--- src/rtl/isp_stream_top_if.sv ---
// Beat-level stream bundle shared by the Bayer input and the processed output.
// Ports: pixel (sample), valid (beat strobe), color (VOID/RED/GREEN/BLUE tag),
//        last_col (end of row), last_pic (end of frame). No ready: the sink always accepts.
interface isp_stream_top_if #(
  parameter int COLOR_DEPTH = 8
);
  logic [COLOR_DEPTH-1:0] pixel;
  logic                   valid;
  logic [1:0]             color;
  logic                   last_col;
  logic                   last_pic;

  modport master (output pixel, valid, color, last_col, last_pic);
  modport slave  (input  pixel, valid, color, last_col, last_pic);
endinterface

--- src/rtl/isp_stream_top.sv ---
// Purpose: ISP front end; per frame bypasses RGGB Bayer beats, demosaics 2x2 quads to R,G,B beats,
//          or emits the frame mean of the demosaiced RGB. Optional macro ISP_GAIN_EN adds Q4.4 gains.
// Latency: bypass 1 cycle; R,G,B beats start 1 cycle after the B pixel (2 with ISP_GAIN_EN).
// Backpressure: none in either direction; a 3-beat backlog absorbs short overlaps between emissions.
// Ports: clk, rst_n (synchronous, active-high), src (Bayer input stream), dst (output stream),
//        mode_in (0 bypass, 1 demosaic, 2 mean, 3 bypass), finish_operation (frame fully emitted).
module isp_stream_top #(
  parameter int COLOR_DEPTH = 8,
  parameter int IMG_COL     = 8,
`ifdef ISP_GAIN_EN
  parameter logic [15:0] GAIN_R = 16'd16,
  parameter logic [15:0] GAIN_G = 16'd16,
  parameter logic [15:0] GAIN_B = 16'd16,
`endif
  parameter int LOG2_NPIX   = 4
) (
  input  logic             clk,
  input  logic             rst_n,
  isp_stream_top_if.slave  src,
  isp_stream_top_if.master dst,
  input  logic [1:0]       mode_in,
  output logic             finish_operation
);

  localparam int CW = (IMG_COL > 2) ? $clog2(IMG_COL) : 1;
  localparam int NQ = IMG_COL / 2;
  localparam int LW = (NQ > 1) ? $clog2(NQ) : 1;
  localparam int SW = COLOR_DEPTH + LOG2_NPIX;
  localparam int QD = 3;

  localparam logic [1:0] C_VOID = 2'd0;
  localparam logic [1:0] C_RED  = 2'd1;
  localparam logic [1:0] C_GRN  = 2'd2;
  localparam logic [1:0] C_BLU  = 2'd3;

  localparam logic [1:0] M_DEMOSAIC = 2'd1;
  localparam logic [1:0] M_MEAN     = 2'd2;

  typedef struct packed {
    logic [1:0]             color;
    logic [COLOR_DEPTH-1:0] pix;
    logic                   lc;
    logic                   lp;
  } beat_t;

  // Frame / position tracking
  logic [1:0]             mode_q;
  logic                   in_frame;
  logic                   odd_row;
  logic [CW-1:0]          col;
  logic [COLOR_DEPTH-1:0] lb_r [0:NQ-1];
  logic [COLOR_DEPTH-1:0] lb_g [0:NQ-1];
  logic [COLOR_DEPTH-1:0] g2;
  logic [SW-1:0]          sum_r, sum_g, sum_b;

  // Per-beat combinational decode
  logic [1:0]             cur_mode;
  logic                   quad_mode, quad_done, early_end;
  logic [LW-1:0]          lb_idx;
  logic [COLOR_DEPTH:0]   g_wide;
  logic [COLOR_DEPTH-1:0] q_r, q_g, q_b;
  logic [SW-1:0]          nsum_r, nsum_g, nsum_b;
  logic                   tri_vld, tri_lc, tri_lp;
  logic [COLOR_DEPTH-1:0] tri_r, tri_g, tri_b;
  logic                   one_vld;
  beat_t                  one_beat;

  // Triple presented to the output backlog (after optional gain stage)
  logic                   push_tri, p_lc, p_lp;
  logic [COLOR_DEPTH-1:0] p_r, p_g, p_b;

  // Output backlog and output register
  beat_t                  q [0:QD-1];
  logic [1:0]             q_cnt;
  beat_t                  cat [0:7];
  logic [2:0]             n;
  beat_t                  out_b;
  logic                   out_vld;

  always_comb begin
    // Mode is taken live on the first beat of a frame, then held from mode_q.
    cur_mode  = in_frame ? mode_q : mode_in;
    quad_mode = (cur_mode == M_DEMOSAIC) || (cur_mode == M_MEAN);
    lb_idx    = LW'(col >> 1);
    g_wide    = {1'b0, lb_g[lb_idx]} + {1'b0, g2};
    q_r       = lb_r[lb_idx];
    q_g       = COLOR_DEPTH'(g_wide >> 1);
    q_b       = src.pixel;
    quad_done = src.valid && quad_mode && odd_row && col[0];
    // A frame ending anywhere but on a B pixel has no quad to report.
    early_end = src.valid && quad_mode && src.last_pic && !(odd_row && col[0]);
    nsum_r    = sum_r + SW'(q_r);
    nsum_g    = sum_g + SW'(q_g);
    nsum_b    = sum_b + SW'(q_b);

    tri_vld = quad_done && ((cur_mode == M_DEMOSAIC) || src.last_pic);
    if (cur_mode == M_MEAN) begin
      tri_r  = COLOR_DEPTH'(nsum_r >> LOG2_NPIX);
      tri_g  = COLOR_DEPTH'(nsum_g >> LOG2_NPIX);
      tri_b  = COLOR_DEPTH'(nsum_b >> LOG2_NPIX);
      tri_lc = 1'b1;
      tri_lp = 1'b1;
    end else begin
      tri_r  = q_r;
      tri_g  = q_g;
      tri_b  = q_b;
      tri_lc = src.last_col;
      tri_lp = src.last_pic;
    end

    one_vld = (src.valid && !quad_mode) || early_end;
    if (quad_mode) one_beat = '{C_VOID, '0, 1'b0, 1'b1};
    else           one_beat = '{src.color, src.pixel, src.last_col, src.last_pic};
  end

`ifdef ISP_GAIN_EN
  function automatic logic [COLOR_DEPTH-1:0] sat_gain(input logic [COLOR_DEPTH-1:0] c,
                                                      input logic [15:0] g);
    logic [COLOR_DEPTH+15:0] prod;
    prod = ({16'd0, c} * {{COLOR_DEPTH{1'b0}}, g}) >> 4;
    return (|prod[COLOR_DEPTH+15:COLOR_DEPTH]) ? {COLOR_DEPTH{1'b1}} : prod[COLOR_DEPTH-1:0];
  endfunction

  logic                   st_vld, st_lc, st_lp;
  logic [COLOR_DEPTH-1:0] st_r, st_g, st_b;

  always_ff @(posedge clk) begin
    if (rst_n) begin
      st_vld <= 1'b0;
      st_lc  <= 1'b0;
      st_lp  <= 1'b0;
      st_r   <= '0;
      st_g   <= '0;
      st_b   <= '0;
    end else begin
      st_vld <= tri_vld;
      st_lc  <= tri_lc;
      st_lp  <= tri_lp;
      st_r   <= tri_r;
      st_g   <= tri_g;
      st_b   <= tri_b;
    end
  end

  always_comb begin
    push_tri = st_vld;
    p_r      = sat_gain(st_r, GAIN_R);
    p_g      = sat_gain(st_g, GAIN_G);
    p_b      = sat_gain(st_b, GAIN_B);
    p_lc     = st_lc;
    p_lp     = st_lp;
  end
`else
  always_comb begin
    push_tri = tri_vld;
    p_r      = tri_r;
    p_g      = tri_g;
    p_b      = tri_b;
    p_lc     = tri_lc;
    p_lp     = tri_lp;
  end
`endif

  // Backlog ++ new beats; head goes to the output register, the rest is kept.
  // The triple is appended before the single beat because it belongs to an older input.
  always_comb begin
    for (int i = 0; i < 8; i++) cat[i] = '0;
    for (int i = 0; i < QD; i++) cat[i] = q[i];
    n = {1'b0, q_cnt};
    if (push_tri) begin
      cat[n]        = '{C_RED, p_r, 1'b0, 1'b0};
      cat[n + 3'd1] = '{C_GRN, p_g, 1'b0, 1'b0};
      cat[n + 3'd2] = '{C_BLU, p_b, p_lc, p_lp};
      n             = n + 3'd3;
    end
    if (one_vld) begin
      cat[n] = one_beat;
      n      = n + 3'd1;
    end
  end

  always_ff @(posedge clk) begin
    if (rst_n) begin
      out_vld <= 1'b0;
      out_b   <= '0;
      q_cnt   <= '0;
      for (int i = 0; i < QD; i++) q[i] <= '0;
    end else begin
      out_vld <= (n != 3'd0);
      out_b   <= (n != 3'd0) ? cat[0] : '0;
      for (int i = 0; i < QD; i++) q[i] <= cat[i+1];
      if (n == 3'd0)     q_cnt <= '0;
      else if (n > 3'd4) q_cnt <= 2'd3;
      else               q_cnt <= 2'(n - 3'd1);
    end
  end

  always_ff @(posedge clk) begin
    if (rst_n) begin
      mode_q   <= '0;
      in_frame <= 1'b0;
      odd_row  <= 1'b0;
      col      <= '0;
      g2       <= '0;
      sum_r    <= '0;
      sum_g    <= '0;
      sum_b    <= '0;
      for (int i = 0; i < NQ; i++) begin
        lb_r[i] <= '0;
        lb_g[i] <= '0;
      end
    end else if (src.valid) begin
      mode_q   <= cur_mode;
      in_frame <= !src.last_pic;
      if (src.last_pic) begin
        odd_row <= 1'b0;
        col     <= '0;
      end else if (src.last_col) begin
        odd_row <= !odd_row;
        col     <= '0;
      end else begin
        col <= col + CW'(1);
      end

      if (!odd_row) begin
        if (!col[0]) lb_r[lb_idx] <= src.pixel;
        else         lb_g[lb_idx] <= src.pixel;
      end else if (!col[0]) begin
        g2 <= src.pixel;
      end

      if (early_end || (quad_done && src.last_pic)) begin
        sum_r <= '0;
        sum_g <= '0;
        sum_b <= '0;
      end else if (quad_done && (cur_mode == M_MEAN)) begin
        sum_r <= nsum_r;
        sum_g <= nsum_g;
        sum_b <= nsum_b;
      end
    end
  end

  // Raised by the final beat of a frame; cleared when the next frame starts arriving.
  always_ff @(posedge clk) begin
    if (rst_n)                        finish_operation <= 1'b0;
    else if (out_vld && out_b.lp)     finish_operation <= 1'b1;
    else if (src.valid)               finish_operation <= 1'b0;
  end

  assign dst.valid    = out_vld;
  assign dst.pixel    = out_b.pix;
  assign dst.color    = out_b.color;
  assign dst.last_col = out_b.lc;
  assign dst.last_pic = out_b.lp;

endmodule

--- src/flat_wrapper.sv ---
// flat-port wrapper written by rule: the top's interface ports become plain ports
module isp_stream_top_flat 
#(
  parameter int COLOR_DEPTH = 8,
  parameter int IMG_COL     = 8,

  parameter int LOG2_NPIX   = 4
)
  (clk, rst_n, mode_in, finish_operation, src_pixel, src_valid, src_color, src_last_col, src_last_pic, dst_pixel, dst_valid, dst_color, dst_last_col, dst_last_pic);
  isp_stream_top_if #(.COLOR_DEPTH(COLOR_DEPTH)) src_i ();
  isp_stream_top_if #(.COLOR_DEPTH(COLOR_DEPTH)) dst_i ();
  input  logic clk;
  input  logic rst_n;
  input  logic [1:0] mode_in;
  output logic finish_operation;
  input wire logic [$bits(src_i.pixel)-1:0] src_pixel;
  input wire logic [$bits(src_i.valid)-1:0] src_valid;
  input wire logic [$bits(src_i.color)-1:0] src_color;
  input wire logic [$bits(src_i.last_col)-1:0] src_last_col;
  input wire logic [$bits(src_i.last_pic)-1:0] src_last_pic;
  output wire logic [$bits(dst_i.pixel)-1:0] dst_pixel;
  output wire logic [$bits(dst_i.valid)-1:0] dst_valid;
  output wire logic [$bits(dst_i.color)-1:0] dst_color;
  output wire logic [$bits(dst_i.last_col)-1:0] dst_last_col;
  output wire logic [$bits(dst_i.last_pic)-1:0] dst_last_pic;
  assign src_i.pixel = src_pixel;
  assign src_i.valid = src_valid;
  assign src_i.color = src_color;
  assign src_i.last_col = src_last_col;
  assign src_i.last_pic = src_last_pic;
  assign dst_pixel = dst_i.pixel;
  assign dst_valid = dst_i.valid;
  assign dst_color = dst_i.color;
  assign dst_last_col = dst_i.last_col;
  assign dst_last_pic = dst_i.last_pic;
  isp_stream_top #(.COLOR_DEPTH(COLOR_DEPTH), .IMG_COL(IMG_COL), .LOG2_NPIX(LOG2_NPIX)) u_core (.clk(clk), .rst_n(rst_n), .src(src_i), .dst(dst_i), .mode_in(mode_in), .finish_operation(finish_operation));
endmodule
--- config.mk ---
export PLATFORM = sky130hd
export DESIGN_NAME = isp_stream_top_flat
export DESIGN_NICKNAME = d
export VERILOG_FILES = /design/src/rtl/isp_stream_top_if.sv /design/src/rtl/isp_stream_top.sv /design/src/flat_wrapper.sv
export SDC_FILE = /design/constraint.sdc
export NUM_CORES = 1
export LEC_CHECK = 0
export BUFFER_PORTS_ARGS = -buffer_cell sky130_fd_sc_hd__buf_2
export CORE_UTILIZATION = 35
export CTS_BUF_LIST = sky130_fd_sc_hd__clkbuf_4 sky130_fd_sc_hd__clkbuf_8
export DETAILED_ROUTE_END_ITERATION = 7
export SYNTH_ARGS = -nofsm -noshare
export SYNTH_HDL_FRONTEND = slang
export SYNTH_SLANG_ARGS = --single-unit
export TNS_END_PERCENT = 100
--- constraint.sdc ---
create_clock -name clk -period 7.3 [get_ports clk]
set_clock_uncertainty 0.15 [all_clocks]
set_input_delay 0.365 -clock clk [delete_from_list [all_inputs] [get_ports clk]]
set_output_delay 0.365 -clock clk [all_outputs]
set_load 0.005 [all_outputs]
==> results.md <==
- Top_reg_cell synth: dfxtp_1
- Ys async rst share: 0
- Number of enable flip-flop cells after synthesis: 64
- Slew Viols, Final: 0
- Post-Syn Area per Cell: 9.03 sq um
- Startpoint Class: register
- Hold Path Class: primary input to register
- Synth Area in Adders: 0.0606
- GRT overflow: 0
- NetSw: 829 uW
- Yosys cell types: 80
- CP arrival: 5.64 ns
- Max-Cap Viols: 0
- Hold depth: 3
- Slowest stage delay, CP: 0.65 ns
- IO Pins: 31
- Cell internal pwr: 1460 uW
- Post-Route M1 WL: 13500 um
- Mapped Nets: 1187
- Routed met3 length: 1990 um
- Combinational share of power: 0.237
- Nets: 1178
- Sequential fraction of the synthesis area: 0.396
- Unrepaired setup endpoints after global routing: no
- Area grow syn2layout: 8.35%
- Crit end category: register
- CTS Sinks: 169
- Aggregate negative setup slack: 0 ns
- Initial antenna violation count: 0
- # setup viols final: 0
- Gate Count Post-Synth: 1124
- Switching Fraction: 0.362
- Wirelength, routed: 29900 um
- Simple-gate share of the synthesized area: 0.203
- Drc violations: 0
- Clk Latency, worst-skew pair: 0.48 ns
- Gpl congestion: 0.947
- Port Buffers: 30
- Tot Pwr: 2290 uW
- Final worst-path cycle share: 0.742
- Number of global-route vias before repair: 8481
- Number of violations reported at the end of detailed-routing iteration 0: 774
- Die W: 172 um
- Reg2Reg Depth: 17
- Synthesized flop and latch total: 169
- FILL cells: 2810
- Slew margin rel.: 0.305
- Min-Delay Endpoint: u_core.q[0][11]
- Largest net degree at the start of global routing: 55
- Clk pin slew, worst setup/hold paths: 0.12 ns
- Die ar.: 0.0297 sq mm
- Clock power frac: 0.303
- Tmin final: 5.42 ns
- CTS root buf: clkbuf_8
- Cell Pwr Density: 208 mW/mm^2
- Die height: 172 um
- CTS tree: done
- Post-DP HPWL: 21000 um
- Max VDD drop: 0.000104 V
- Routed length per instance: 19.9 um
- Seq pwr share: 0.460
- Row count: 61
- Worst-case clock buffer depth: 2
- Initial core utilization: 0.361
- Critical path's slowest cell: dfxtp_1
- Max layer used: met4
- Routed wl met2: 13600 um
- CTS buffer count: 17
- Vias: 8856
- Least-Margin Pin Slew: 1.03 ns
- Drt first pass iters: 6
- P_leak: 0.00412 uW
- Synthesis Warnings: 0
- Clock H-tree levels: 4
- Post CTS Setup Buffer Count: 0
- Via density per instance: 5.88
- XOR/XNOR share of the synthesized area: 0.0240
- Final Hold Fails: 0
- Critical Path, Cell by Cell: buf_4 -> mux4_2 -> ha_1 -> inv_1 -> o32ai_2 -> a21oi_1 -> o21bai_1 -> a21oi_1 -> xnor2_1 -> ha_1 -> a2111oi_1 -> o21ai_1 -> and2_1 -> mux2i_1 -> a211oi_1 -> a221oi_1 -> a221oi_1
- R2r endpoint: u_core.q[0][7]
- Setup CP Type: register to register
- Worst Path Required: 7.53 ns
- Fmax: 185 MHz
- Status: complete, no violations
- Post-synthesis compound-gate area fraction: 0.224
- Post-CTS sizing: 0
- Worst R2R Setup Slack: 1.88 ns
- Synth Cell Area: 0.0102 sq mm
- Most frequent cells in the layout: nor2_1 (105), dfxtp_1 (105), nand2_1 (103)
- Share of cells above drive strength 1: 0.0993
- Final ANT Viol Nets: 0
- CORE AREA: 0.0282 sq mm
- GRT Util Overall: 0.209
- Combinational family with the most area after synthesis: compound AO/OA/AOI/OAI gates
- Hold Buf Count CTS: 0
- Mux share of post-synthesis cell area: 0.0509
- First-pass GRT wire length: 47500 um
- Worst hold start: src_color[1]
- N_diodes: 0
- Crit path max fanout: 10
-- state kept, by name (all words and copies together), names as in the netlist, named ones only --
| register | count |
|---|---|
| u_core.sum_r | 12 |
| u_core.dst.last_pic | 1 |
| u_core.g2 | 8 |
| u_core.finish_operation | 1 |
| u_core.dst.pixel | 8 |
| u_core.col | 3 |
| u_core.dst.color | 2 |
| u_core.lb_g | 32 |
| u_core.in_frame | 1 |
| u_core.lb_r | 32 |
| u_core.dst.valid | 1 |
| u_core.sum_b | 12 |
| u_core.sum_g | 12 |
| u_core.q | 36 |
| u_core.dst.last_col | 1 |
| u_core.mode_q | 2 |
| u_core.q_cnt | 2 |
| u_core.odd_row | 1 |
-- worst max-delay path, delay by kind of cell, from the launching register on --
| family | cells | cell delay (ns) |
|---|---|---|
| flops | 1 | 0.65 |
| mux | 2 | 0.69 |
| fa+ha+maj | 2 | 0.66 |
| buf+inv | 2 | 0.37 |
| xor+xnor | 1 | 0.21 |
| simple gates | 1 | 0.22 |
| compound gates | 9 | 2.38 |
-- cell usage after synthesis (all sizes together) (10+ instances only) --
cell type  instances  area share
nor2             106       0.040
dfxtp            105        0.21
nand2            103       0.038
a21oi             89       0.044
and2              71       0.044
edfxtp            64        0.19
o21ai             52       0.026
clkbuf            51       0.019
ha                42       0.052
nand3             30       0.015
inv               28       0.010
a221oi            27       0.025
nor3              27       0.013
buf               24       0.012
a22oi             21       0.016
xnor2             21       0.019
a21o              17       0.013
mux2i             16       0.016
o21a              16       0.012
mux4              15       0.035
a31oi             14      0.0086
and3              14      0.0086
a211oi            11      0.0081
nand4             11      0.0068
o22ai             11      0.0068
nand2b            10      0.0069
o211ai            10      0.0074
-- stage by stage --
stage	setup WS [ns]	instances	hold slack, ns	utilization	instance area, sq um
after floorplan	2.67	1124	0.283	-	10200
after global placement	2.05	1474	0.299	0.376	10600
final	1.88	1506	0.0273	0.391	11000
after detailed placement	1.88	1474	0.303	0.376	10600
after global routing	1.41	1506	0.0382	0.391	11000
after CTS	1.89	1506	0.00882	0.391	11000
-- final cells by class --
class,count,area (sq um),area share
clock buffer,17,234,0.0213
sequential,169,4020,0.366
multi-input combinational,852,5710,0.519
timing repair buffer,47,278,0.0252
tap,378,473,0.0430
inverter,28,105,0.00955
clock inverter,15,175,0.0159
-- layer usage --
layer / track usage / vias to the layer above
li1: - / 4156
met1: 0.277 / 4305
met2: 0.332 / 335
met3: 0.0444 / 60
met4: 0.0785 / 0
met5: 0 / -
-- power by group through the flow --
stage / clock network [uW] / logic [uW] / registers [uW]
floorplan: 0 / 383 / 1060
CTS: 707 / 530 / 1050
global route: 739 / 592 / 1060
detailed placement: 0 / 529 / 1070
finish: 694 / 542 / 1050
global placement: 0 / 524 / 1070
-- worst max-delay path by stage --
stage | from | slack (ns) | to
2_1_floorplan | register | 2.67 | u_core.q[0][7]
3_3_place_gp | register | 2.05 | u_core.q[0][7]
3_5_place_dp | register | 1.88 | u_core.dst.pixel[5]
4_1_cts | register | 1.89 | u_core.q[0][7]
5_1_grt | register | 1.41 | u_core.q[0][7]
6_report | register | 1.88 | u_core.q[0][7]
-- cell families after synthesis --
group	after synthesis
flip-flops	169
multiplexers	31
XOR/XNOR	27
buffers and inverters	103
AO/OA/AOI/OAI	334
AND/OR/NAND/NOR	413
adder cells (fa/ha/maj)	47
Power figures use the tool's default switching activity.
